File: config.mk
export PLATFORM = sky130hd
export DESIGN_NAME = draw_rect_img_flat
export DESIGN_NICKNAME = d
export VERILOG_FILES = /design/src/rtl/draw_rect_img_if.sv /design/src/rtl/draw_rect_img.sv /design/src/flat_wrapper.sv
export SDC_FILE = /design/constraint.sdc
export NUM_CORES = 1
export LEC_CHECK = 0
export CAP_MARGIN = 20
export CORE_MARGIN = 10
export CORE_UTILIZATION = 49
export CTS_BUF_LIST = sky130_fd_sc_hd__clkbuf_4
export CTS_CLUSTER_SIZE = 25
export DETAILED_ROUTE_END_ITERATION = 8
export GPL_TIMING_DRIVEN = 0
export PLACE_DENSITY_LB_ADDON = 0.05
export SYNTH_ARGS = -nofsm -noshare
export SYNTH_HDL_FRONTEND = slang
export SYNTH_SLANG_ARGS = --single-unit
File: constraint.sdc
create_clock -name clk -period 5.4 [get_ports clk]
set_input_delay 0.54 -clock clk [delete_from_list [all_inputs] [get_ports clk]]
set_output_delay 0.54 -clock clk [all_outputs]
set_load 0.01 [all_outputs]
File: src/rtl/draw_rect_img_if.sv
// VGA timing and colour bundle handed from one drawing stage to the next.
interface vga_if;
  logic [10:0] hcount;
  logic [10:0] vcount;
  logic        hsync;
  logic        vsync;
  logic        hblnk;
  logic        vblnk;
  logic [11:0] rgb;

  modport in  (input  hcount, vcount, hsync, vsync, hblnk, vblnk, rgb);
  modport out (output hcount, vcount, hsync, vsync, hblnk, vblnk, rgb);
endinterface

File: src/rtl/draw_rect_img.sv
// Overlays a ROM-backed WIDTHxHEIGHT image on the VGA stream at a position latched once per frame.
// Stage 1 issues the ROM read; stage 2 chooses blank, image or background colour.
module draw_rect_img #(
  parameter int          WIDTH      = 64,
  parameter int          HEIGHT     = 64,
  parameter int          ADDR_W     = 12,
  parameter int          TRANSP_EN  = 1,
  parameter logic [11:0] TRANSP_KEY = 12'hF0F
) (
  input  logic              clk,
  input  logic              rst,
  input  logic [11:0]       xpos,
  input  logic [11:0]       ypos,
  output logic [ADDR_W-1:0] pixel_addr,
  input  logic [11:0]       rgb_pixel,
  vga_if.in                 in,
  vga_if.out                out
);
  localparam int XW = $clog2(WIDTH);
  localparam int YW = $clog2(HEIGHT);

  logic [11:0]   xpos_l;
  logic [11:0]   ypos_l;
  logic          frame_start;
  logic [11:0]   x_cur;
  logic [11:0]   y_cur;
  logic [12:0]   h_ext;
  logic [12:0]   v_ext;
  logic [12:0]   x_lo;
  logic [12:0]   y_lo;
  logic [12:0]   x_hi;
  logic [12:0]   y_hi;
  logic          in_rect;
  logic [XW-1:0] rel_x;
  logic [YW-1:0] rel_y;

  logic [10:0]   hcount_d1;
  logic [10:0]   vcount_d1;
  logic          hsync_d1;
  logic          vsync_d1;
  logic          hblnk_d1;
  logic          vblnk_d1;
  logic [11:0]   rgb_d1;
  logic          in_rect_d1;

  logic          show_image;
  logic [11:0]   rgb_next;

  assign frame_start = (in.hcount == 11'd0) && (in.vcount == 11'd0);

  // The (0,0) pixel already uses the new position, one edge before the shadow holds it.
  assign x_cur = frame_start ? xpos : xpos_l;
  assign y_cur = frame_start ? ypos : ypos_l;

  always_ff @(posedge clk) begin
    if (rst) begin
      xpos_l <= '0;
      ypos_l <= '0;
    end else if (frame_start) begin
      xpos_l <= xpos;
      ypos_l <= ypos;
    end
  end

  // 13-bit compare so x+WIDTH never wraps back into the visible area.
  assign h_ext = {2'b00, in.hcount};
  assign v_ext = {2'b00, in.vcount};
  assign x_lo  = {1'b0, x_cur};
  assign y_lo  = {1'b0, y_cur};
  assign x_hi  = x_lo + 13'(WIDTH);
  assign y_hi  = y_lo + 13'(HEIGHT);

  assign in_rect = (h_ext >= x_lo) && (h_ext < x_hi) &&
                   (v_ext >= y_lo) && (v_ext < y_hi);

  // Only the low bits of the offsets matter, so subtract just those bits.
  assign rel_x = in.hcount[XW-1:0] - x_cur[XW-1:0];
  assign rel_y = in.vcount[YW-1:0] - y_cur[YW-1:0];

  assign pixel_addr = in_rect ? ADDR_W'({rel_y, rel_x}) : '0;

  always_ff @(posedge clk) begin
    if (rst) begin
      hcount_d1  <= '0;
      vcount_d1  <= '0;
      hsync_d1   <= 1'b0;
      vsync_d1   <= 1'b0;
      hblnk_d1   <= 1'b0;
      vblnk_d1   <= 1'b0;
      rgb_d1     <= '0;
      in_rect_d1 <= 1'b0;
    end else begin
      hcount_d1  <= in.hcount;
      vcount_d1  <= in.vcount;
      hsync_d1   <= in.hsync;
      vsync_d1   <= in.vsync;
      hblnk_d1   <= in.hblnk;
      vblnk_d1   <= in.vblnk;
      rgb_d1     <= in.rgb;
      in_rect_d1 <= in_rect;
    end
  end

  assign show_image = in_rect_d1 &&
                      !((TRANSP_EN != 0) && (rgb_pixel == TRANSP_KEY));

  always_comb begin
    rgb_next = rgb_d1;
    if (hblnk_d1 || vblnk_d1) begin
      rgb_next = 12'h000;
    end else if (show_image) begin
      rgb_next = rgb_pixel;
    end
  end

  always_ff @(posedge clk) begin
    if (rst) begin
      out.hcount <= '0;
      out.vcount <= '0;
      out.hsync  <= 1'b0;
      out.vsync  <= 1'b0;
      out.hblnk  <= 1'b0;
      out.vblnk  <= 1'b0;
      out.rgb    <= '0;
    end else begin
      out.hcount <= hcount_d1;
      out.vcount <= vcount_d1;
      out.hsync  <= hsync_d1;
      out.vsync  <= vsync_d1;
      out.hblnk  <= hblnk_d1;
      out.vblnk  <= vblnk_d1;
      out.rgb    <= rgb_next;
    end
  end
endmodule

File: src/flat_wrapper.sv
// flat-port wrapper written by rule: the top's interface ports become plain ports
module draw_rect_img_flat 
#(
  parameter int          WIDTH      = 64,
  parameter int          HEIGHT     = 64,
  parameter int          ADDR_W     = 12,
  parameter int          TRANSP_EN  = 1,
  parameter logic [11:0] TRANSP_KEY = 12'hF0F
)
  (clk, rst, xpos, ypos, pixel_addr, rgb_pixel, in_hcount, in_vcount, in_hsync, in_vsync, in_hblnk, in_vblnk, in_rgb, out_hcount, out_vcount, out_hsync, out_vsync, out_hblnk, out_vblnk, out_rgb);
  vga_if in_i ();
  vga_if out_i ();
  input  logic clk;
  input  logic rst;
  input  logic [11:0] xpos;
  input  logic [11:0] ypos;
  output logic [ADDR_W-1:0] pixel_addr;
  input  logic [11:0] rgb_pixel;
  input wire logic [$bits(in_i.hcount)-1:0] in_hcount;
  input wire logic [$bits(in_i.vcount)-1:0] in_vcount;
  input wire logic [$bits(in_i.hsync)-1:0] in_hsync;
  input wire logic [$bits(in_i.vsync)-1:0] in_vsync;
  input wire logic [$bits(in_i.hblnk)-1:0] in_hblnk;
  input wire logic [$bits(in_i.vblnk)-1:0] in_vblnk;
  input wire logic [$bits(in_i.rgb)-1:0] in_rgb;
  output wire logic [$bits(out_i.hcount)-1:0] out_hcount;
  output wire logic [$bits(out_i.vcount)-1:0] out_vcount;
  output wire logic [$bits(out_i.hsync)-1:0] out_hsync;
  output wire logic [$bits(out_i.vsync)-1:0] out_vsync;
  output wire logic [$bits(out_i.hblnk)-1:0] out_hblnk;
  output wire logic [$bits(out_i.vblnk)-1:0] out_vblnk;
  output wire logic [$bits(out_i.rgb)-1:0] out_rgb;
  assign in_i.hcount = in_hcount;
  assign in_i.vcount = in_vcount;
  assign in_i.hsync = in_hsync;
  assign in_i.vsync = in_vsync;
  assign in_i.hblnk = in_hblnk;
  assign in_i.vblnk = in_vblnk;
  assign in_i.rgb = in_rgb;
  assign out_hcount = out_i.hcount;
  assign out_vcount = out_i.vcount;
  assign out_hsync = out_i.hsync;
  assign out_vsync = out_i.vsync;
  assign out_hblnk = out_i.hblnk;
  assign out_vblnk = out_i.vblnk;
  assign out_rgb = out_i.rgb;
  draw_rect_img #(.WIDTH(WIDTH), .HEIGHT(HEIGHT), .ADDR_W(ADDR_W), .TRANSP_EN(TRANSP_EN), .TRANSP_KEY(TRANSP_KEY)) u_core (.clk(clk), .rst(rst), .xpos(xpos), .ypos(ypos), .pixel_addr(pixel_addr), .rgb_pixel(rgb_pixel), .in(in_i), .out(out_i));
endmodule
==> metrics.csv, run 1 <==
stage,metric,value,unit
floorplan,die_width,115,um
global_route,grt_pass1_vias,3761,
pwr,p_leak,2.46,nW
floorplan,rows,34,
final_layout,post-route-util,0.699,
logic_synthesis,synth_area_per_cell,9.78,um2
logic_synthesis,syn_inst,449,
placement,dpl.hpwl,9460,um
worst_hold_path,hold-path-cell-count,1,
final_layout,layout.nets,701,
setup_path,rrSetupSlack,2.80,ns
detailed_routing,dr.pass1.iters,5,
floorplan,start_util,0.503,
outcome,status,finished clean,
clock_tree,cts.clk_slew.worst_paths,0.15,ns
setup_path,cp_max_fo,10,
clock_tree,clock-sinks,101,
pwr,clockPowerShare,0.270,
pwr,intPower,988,uW
setup_path,r2r-start,u_core.ypos_l[6],
floorplan,ios,126,
logic_synthesis,ys_top_cells_by_count,"dfxtp_1, nor2b_1, nor2_1",
logic_synthesis,yosys_register_bits,101,
timing,drv_slew,0,
logic_synthesis,synth.cell_area,4390,um2
setup_path,reg2regPathDepth,12,
detailed_routing,drc,0,
detailed_routing,drt-total-wl,12000,um
detailed_routing,ant_nets,0,
timing,tightest_slew,0.639,ns
timing,finalCritPeriodShare,0.991,
setup_path,crit_type,input pin to output port,
timing,relSlewSlack,0.574,
clock_tree,cts_tree,yes,
logic_synthesis,synth_edf_count,0,
logic_synthesis,yosys-top-cells-area,"dfxtp_1, nor2b_1, ha_1",
pwr,ir_worst_vdd,0.0000983,V
detailed_routing,wl_met2,5890,um
logic_synthesis,async_reset_ff_frac,0,
pwr,powerDensity,223,nW/um2
timing,setup_viol,0,
pwr,switching_share,0.271,
placement,io_buffers,124,
logic_synthesis,synth_top_area_share,0.461,
logic_synthesis,yosysTopAreaCell,dfxtp_1,
detailed_routing,routedWlPerCell,17.0,um
clock_tree,cts_made_buffers,9,
worst_hold_path,min_path_type,flip-flop to flip-flop,
logic_synthesis,yosys_warnings,0,
timing,hold_viol,0,
final_layout,n_antenna_cell,0,
global_route,gr-total-overflow,0,
detailed_routing,vias,3628,
floorplan,dieArea,13100,um2
setup_path,worst_setup_path_start_kind,input pin,
timing,fmax,187,MHz
timing,post-route-min-period,5.35,ns
setup_path,arrival,4.81,ns
setup_path,cp_slowest_cell,clkdlybuf4s50_1,
pwr,p_total,1.36,mW
final_layout,area_growth,38.8,%
global_route,antenna_found_initial,0,
logic_synthesis,ys_seq_area_frac,0.461,
global_route,grt_max_degree,19,
pwr,power_frac_comb,0.157,
logic_synthesis,synth_most_common_cell,dfxtp_1,
setup_path,crit-reg2reg-capture,u_core.in_rect_d1,
setup_path,slowest_delay,0.60,ns
timing,rsz0062_at_grt,true,
worst_hold_path,min-delay-start,u_core.hcount_d1[4],
clock_tree,cts_max_path_buffers,2,
setup_path,path_cells,clkdlybuf4s50_1 > nor4_1 > nand4_1 > buf_4 > nor2_4 > buf_12 > mux2i_4 > inv_1 > ha_1 > o21ai_0 > xnor2_1 > ha_1 > nor4_1 > o21ai_0 > o22ai_2 > o22ai_2 > nor4b_1 > clkdlybuf4s50_1,
global_route,grt_pass1_wl,18800,um
detailed_routing,wl_met3,970,um
setup_path,cp.required,4.86,ns
worst_hold_path,hold_path_end,u_core.out.hcount[4],
global_route,grt_usage,0.179,
placement,place.gp.congestion,0.867,
detailed_routing,met1_length,4810,um
clock_tree,cts_max_level,3,
clock_tree,clk_latency,0.46,ns
final_layout,drive_gt1_frac,0.0891,
logic_synthesis,ys_types,47,
logic_synthesis,synth_ff_type,dfxtp_1,
detailed_routing,viasPerCell,5.16,
pwr,power.switching,368,uW
logic_synthesis,synth_fp_nets,559,
floorplan,core_area,8720,um2
detailed_routing,drt_iter0_markers,174,
job,max-cap-violations,0,
pwr,power_frac_seq,0.573,
timing,skew,0.0243,ns
clock_tree,clockRootBuffer,clkbuf_4,
detailed_routing,top_layer,met4,
setup_path,end_kind,output port,
floorplan,die_h,115,um
## flip-flops by register name, summed over array words and instances, names as in the netlist
register and flops:
u_core.out.vblnk 1, u_core.hsync_d1 1, u_core.vblnk_d1 1, u_core.in_rect_d1 1
u_core.hblnk_d1 1, u_core.out.vcount 11, u_core.ypos_l 12, u_core.out.vsync 1
u_core.out.hblnk 1, u_core.out.hsync 1, u_core.vsync_d1 1, u_core.rgb_d1 12
u_core.out.rgb 12, u_core.xpos_l 12, u_core.vcount_d1 11, u_core.hcount_d1 11
u_core.out.hcount 11
## how the worst max path moves through the flow
stage,from,endpoint,slack (ns),depth (start not counted)
final,in_hcount[4],pixel_addr[5],0.05,18
after global placement,in_vcount[10],pixel_addr[8],-0.96,15
after CTS,in_vcount[1],pixel_addr[8],-0.02,18
after detailed placement,in_vcount[10],pixel_addr[8],-1.09,18
after global routing,in_vcount[1],pixel_addr[3],-0.13,17
after floorplan,in_vcount[10],pixel_addr[10],1.22,15
## cells in the final DEF, fill, tap and decap left out, types with 4 or more instances in the layout
cell type	instances
clkdlybuf4s50_1	108
a211oi_1	4
nor2_1	47
a21oi_1	16
nor2b_1	66
nand3_1	6
xnor2_1	8
mux2i_1	25
o21ai_0	16
nand4_1	4
inv_1	16
buf_4	9
dfxtp_1	101
dlymetal6s2s_1	8
nand2b_1	4
nand2_1	17
clkbuf_4	9
nor3_1	8
o211ai_1	4
ha_1	32
clkbuf_1	12
dlygate4sd2_1	8
## kinds of logic after synthesis
group                      count (synthesis)  share of synthesized area
buffers and inverters                     33                     0.0322
adders and majority gates                 34                      0.100
AOI/OAI and AO/OA                         60                     0.0861
DFF                                      101                      0.461
muxes                                     33                     0.0761
xor gates and xnor gates                  11                     0.0219
and+or+nand+nor                          177                      0.223
## repair_timing
action	4_1_cts	5_1_grt
resized for setup	32	14
gates cloned	0	0
setup endpoints to repair	12	10
pin swaps	4	3
buffers inserted	5	2
hold buffers	0	0
## per-stage QoR
stage               TNS [ns]  cell area (um2)  hold WS [ns]  worst slack [ns]  instances
global placement      -10.75             5770         0.419            -0.963        681
floorplan                  0             4390         0.414              1.22        449
finish                     0             6090         0.438            0.0482        703
CTS                  -0.0197             6030         0.433           -0.0197        701
detailed placement    -12.16             5770         0.420             -1.09        681
global route          -0.305             6090         0.427            -0.125        703
## worst max-delay path: cells and delay by family
family          cells  cell delay, ns
buf+inv             5            1.56
simple gates        5            1.25
compound gates      4            0.60
fa+ha+maj           2            0.45
mux                 1            0.27
xor+xnor            1            0.11
## power by group through the flow
| stage | registers, mW | clock network (mW) | logic [mW] |
|---|---|---|---|
| 2_1_floorplan | 0.799 | 0 | 0.0845 |
| 3_3_place_gp | 0.793 | 0 | 0.201 |
| 3_5_place_dp | 0.794 | 0 | 0.205 |
| 4_1_cts | 0.778 | 0.373 | 0.211 |
| 5_1_grt | 0.780 | 0.409 | 0.231 |
| 6_report | 0.777 | 0.366 | 0.213 |
## layout make-up
type | instances | area (um2)
Inverter | 16 | 60.1
Tap cell | 108 | 135
Clock buffer | 9 | 67.6
Timing Repair Buffer | 131 | 1300
Multi-Input combinational cell | 315 | 2350
Buffer | 17 | 103
Fill cell | 689 | 2630
Clock inverter | 6 | 55.1
Sequential cell | 101 | 2020
## layer usage
layer	vias to the layer above	GRT usage
met2	140	0.310
li1	1823	-
met1	1645	0.204
met3	20	0.0451
met4	0	0.0727
met5	-	0
Power figures use the tool's default switching activity.
==> run 2: changes to the inputs <==
--- a/config.mk
+++ b/config.mk
@@ -7,10 +7,11 @@
 export LEC_CHECK = 0
 export CAP_MARGIN = 20
 export CORE_MARGIN = 10
-export CORE_UTILIZATION = 49
+export CORE_UTILIZATION = 66
 export CTS_BUF_LIST = sky130_fd_sc_hd__clkbuf_4
 export CTS_CLUSTER_SIZE = 25
 export DETAILED_ROUTE_END_ITERATION = 8
+export DONT_BUFFER_PORTS = 1
 export GPL_TIMING_DRIVEN = 0
 export PLACE_DENSITY_LB_ADDON = 0.05
 export SYNTH_ARGS = -nofsm -noshare
==> run 2 against run 1 <==
Net effect:
- register-to-register slack got worse by 0.17 ns
- critical path depth decreased by 4
- critical endpoint is now pixel_addr[3]
- global-route usage increased by 2.0 points
- total power decreased by 7.3%
- cell count decreased by 23%
- clock power about the same
==> metrics.csv, run 2 (synthesis results as in run 1) <==
stage,metric,value,unit,change
setup_path,slowest_delay,0.72,ns,was 0.60 ns
detailed_routing,ant_nets,0,,unchanged
pwr,powerDensity,270,nW/um2,was 223 nW/um2
clock_tree,cts_max_level,3,,unchanged
final_layout,layout_commonest_cell,dfxtp_1,,was clkdlybuf4s50_1
clock_tree,postCtsHoldBufs,0,,unchanged
detailed_routing,viasPerCell,5.92,,was 5.16
timing,drv_slew,0,,unchanged
floorplan,rows,29,,was 34
setup_path,path_cells,nor4_1 > nand4_1 > nor2_4 > clkbuf_4 > mux2i_1 > inv_1 > ha_1 > xor2_1 > ha_1 > nor4_1 > o21ai_0 > o22ai_1 > o22ai_1 > nor4bb_1,,was clkdlybuf4s50_1 > nor4_1 > nand4_1 > buf_4 > nor2_4 > buf_12 > mux2i_4 > inv_1 > ha_1 > o21ai_0 > xnor2_1 > ha_1 > nor4_1 > o21ai_0 > o22ai_2 > o22ai_2 > nor4b_1 > clkdlybuf4s50_1
job,max-cap-violations,0,,unchanged
setup_path,arrival,4.50,ns,was 4.81 ns
timing,rsz0062_at_grt,false,,was true
timing,skew,0.0159,ns,was 0.0243 ns
floorplan,start_util,0.684,,was 0.503
setup_path,critical-path-top-delay-family,simple AND/OR/NAND/NOR gates,,was buffers and inverters
setup_path,crit_type,input pin to output port,,unchanged
floorplan,die_h,102,um,was 115 um
final_layout,nFillCells,527,,was 689
floorplan,die_width,102,um,was 115 um
detailed_routing,drt_iter0_markers,179,,was 174
detailed_routing,routedWlPerCell,18.9,um,was 17.0 um
detailed_routing,vias,3215,,was 3628
pwr,p_total,1.26,mW,was 1.36 mW
timing,fmax,198,MHz,was 187 MHz
setup_path,worst_setup_path_start_kind,input pin,,unchanged
setup_path,cp_slowest_cell,nor4bb_1,,was clkdlybuf4s50_1
floorplan,ios,126,,unchanged
timing,setup_viol,0,,unchanged
global_route,grt_pass1_vias,3129,,was 3761
detailed_routing,drt-total-wl,10300,um,was 12000 um
global_route,gr-total-overflow,0,,unchanged
floorplan,dieArea,10300,um2,was 13100 um2
final_layout,layout.nets,571,,was 701
setup_path,cp.required,4.86,ns,about the same
global_route,antenna_found_initial,0,,unchanged
clock_tree,clk_latency,0.43,ns,was 0.46 ns
pwr,ir_worst_vdd,0.000141,V,was 0.0000983 V
timing,finalCritPeriodShare,0.934,,was 0.991
clock_tree,clock-sinks,101,,unchanged
timing,post-route-min-period,5.04,ns,was 5.35 ns
pwr,p_leak,1.81,nW,was 2.46 nW
timing,tns,0,ns,unchanged
timing,hold_slack,0.226,ns,was 0.438 ns
outcome,status,finished clean,,unchanged
placement,dpl.hpwl,8390,um,was 9460 um
detailed_routing,drc,0,,unchanged
final_layout,final_cell_mix,"dfxtp_1, nor2b_1, nor2_1",,"was clkdlybuf4s50_1, dfxtp_1, nor2b_1"
global_route,grt_max_degree,19,,unchanged
timing,relSlewSlack,0.486,,was 0.574
timing,tightest_slew,0.761,ns,was 0.639 ns
placement,io_buffers,0,,was 124
clock_tree,cts_tree,yes,,unchanged
floorplan,core_area,6420,um2,was 8720 um2
worst_hold_path,min_path_type,input pin to flip-flop,,was flip-flop to flip-flop
final_layout,area_growth,6.24,%,was 38.8%
global_route,grt_usage,0.199,,was 0.179
setup_path,critPathBufInv,2,,was 5
detailed_routing,dr.pass1.iters,5,,unchanged
clock_tree,cts_max_path_buffers,2,,unchanged
clock_tree,cts.clk_slew.worst_paths,0.16,ns,was 0.15 ns
clock_tree,cts_made_buffers,9,,unchanged
global_route,grt_pass1_wl,16000,um,was 18800 um
setup_path,cp_max_fo,10,,unchanged
final_layout,drive_gt1_frac,0.0773,,was 0.0891
clock_tree,clockRootBuffer,clkbuf_4,,unchanged
setup_path,end_kind,output port,,unchanged
final_layout,n_antenna_cell,0,,unchanged
timing,hold_viol,0,,unchanged
placement,place.gp.congestion,0.884,,was 0.867
## run 2: cell types whose count changed in the layout (fill, tap and decap cells not counted), moves of 3 or more
cell	previous run	this run
clkdlybuf4s50_1	108	0
dlygate4sd2_1	8	0
dlymetal6s2s_1	8	0
buf_4	9	3
mux2i_1	25	29
nor4_1	3	7
nor4_2	3	0
## run 2: worst paths after layout
path | start | to | slack, ns | depth (start not counted)
min reg2reg | u_core.hcount_d1[5] | u_core.out.hcount[5] | 0.43 | 1
max | in_vcount[6] | pixel_addr[3] | 0.36 | 14
max reg2reg | u_core.ypos_l[6] | u_core.in_rect_d1 | 2.63 | 11
min | in_vcount[9] | u_core.vcount_d1[9] | 0.23 | 1
## run 2: final cells by class
class                      instances  area [um2]  area share
sequential                       101        2020       0.433
multi-input combinational        315        2260       0.485
buffer                            17        83.8      0.0180
timing repair buffer               1        7.51     0.00161
inverter                          16        60.1      0.0129
tap                               77        96.3      0.0207
clock inverter                     6        56.3      0.0121
clock buffer                      10        75.1      0.0161
## run 2: timing repair
| item | in CTS | in global routing |
|---|---|---|
| resized for setup | 0 | 8 |
| buffers inserted | 0 | 1 |
| endpoints found under the setup margin | 0 | 12 |
## run 2: power by group
part | internal [mW] | switching, mW
Clock | 0.110 | 0.254
Combinational | 0.0465 | 0.0611
Sequential | 0.772 | 0.0136
## run 2: per-stage QoR
| step | std cells | area, um2 | setup WS (ns) | util |
|---|---|---|---|---|
| 2_1_floorplan | 449 | 4390 | 1.22 | - |
| 3_3_place_gp | 526 | 4490 | 0.0840 | 0.699 |
| 3_5_place_dp | 526 | 4490 | 0.0734 | 0.699 |
| 4_1_cts | 542 | 4620 | 0.0487 | 0.719 |
| 5_1_grt | 543 | 4660 | 0.112 | 0.726 |
| 6_report | 543 | 4660 | 0.358 | 0.726 |
## run 2: worst reg2reg max path, stage by stage (launching register included)
cell and delay, ns:
dfxtp_1 0.34, mux2i_1 0.24, inv_1 0.11, ha_1 0.24
xor2_1 0.18, ha_1 0.32, o221ai_1 0.12, a21oi_1 0.16
o22ai_1 0.11, o22ai_1 0.43, buf_4 0.32, nor3_1 0.08
## run 2: routing by layer
layer / up-vias / global-route usage / routed length [um]
met5: - / 0 / 0
li1: 1575 / - / -
met1: 1448 / 0.213 / 3850
met2: 158 / 0.331 / 4810
met4: 0 / 0.0968 / 367
met3: 34 / 0.0844 / 1250
==> run 3: changes to the inputs <==
--- a/config.mk
+++ b/config.mk
@@ -9,6 +9,7 @@
 export CORE_MARGIN = 10
 export CORE_UTILIZATION = 66
 export CTS_BUF_LIST = sky130_fd_sc_hd__clkbuf_4
+export CTS_CLUSTER_DIAMETER = 80
 export CTS_CLUSTER_SIZE = 25
 export DETAILED_ROUTE_END_ITERATION = 8
 export DONT_BUFFER_PORTS = 1
==> results of run 3 <==
Same layout as run 2: the final DEF is identical, and so are final timing and power.
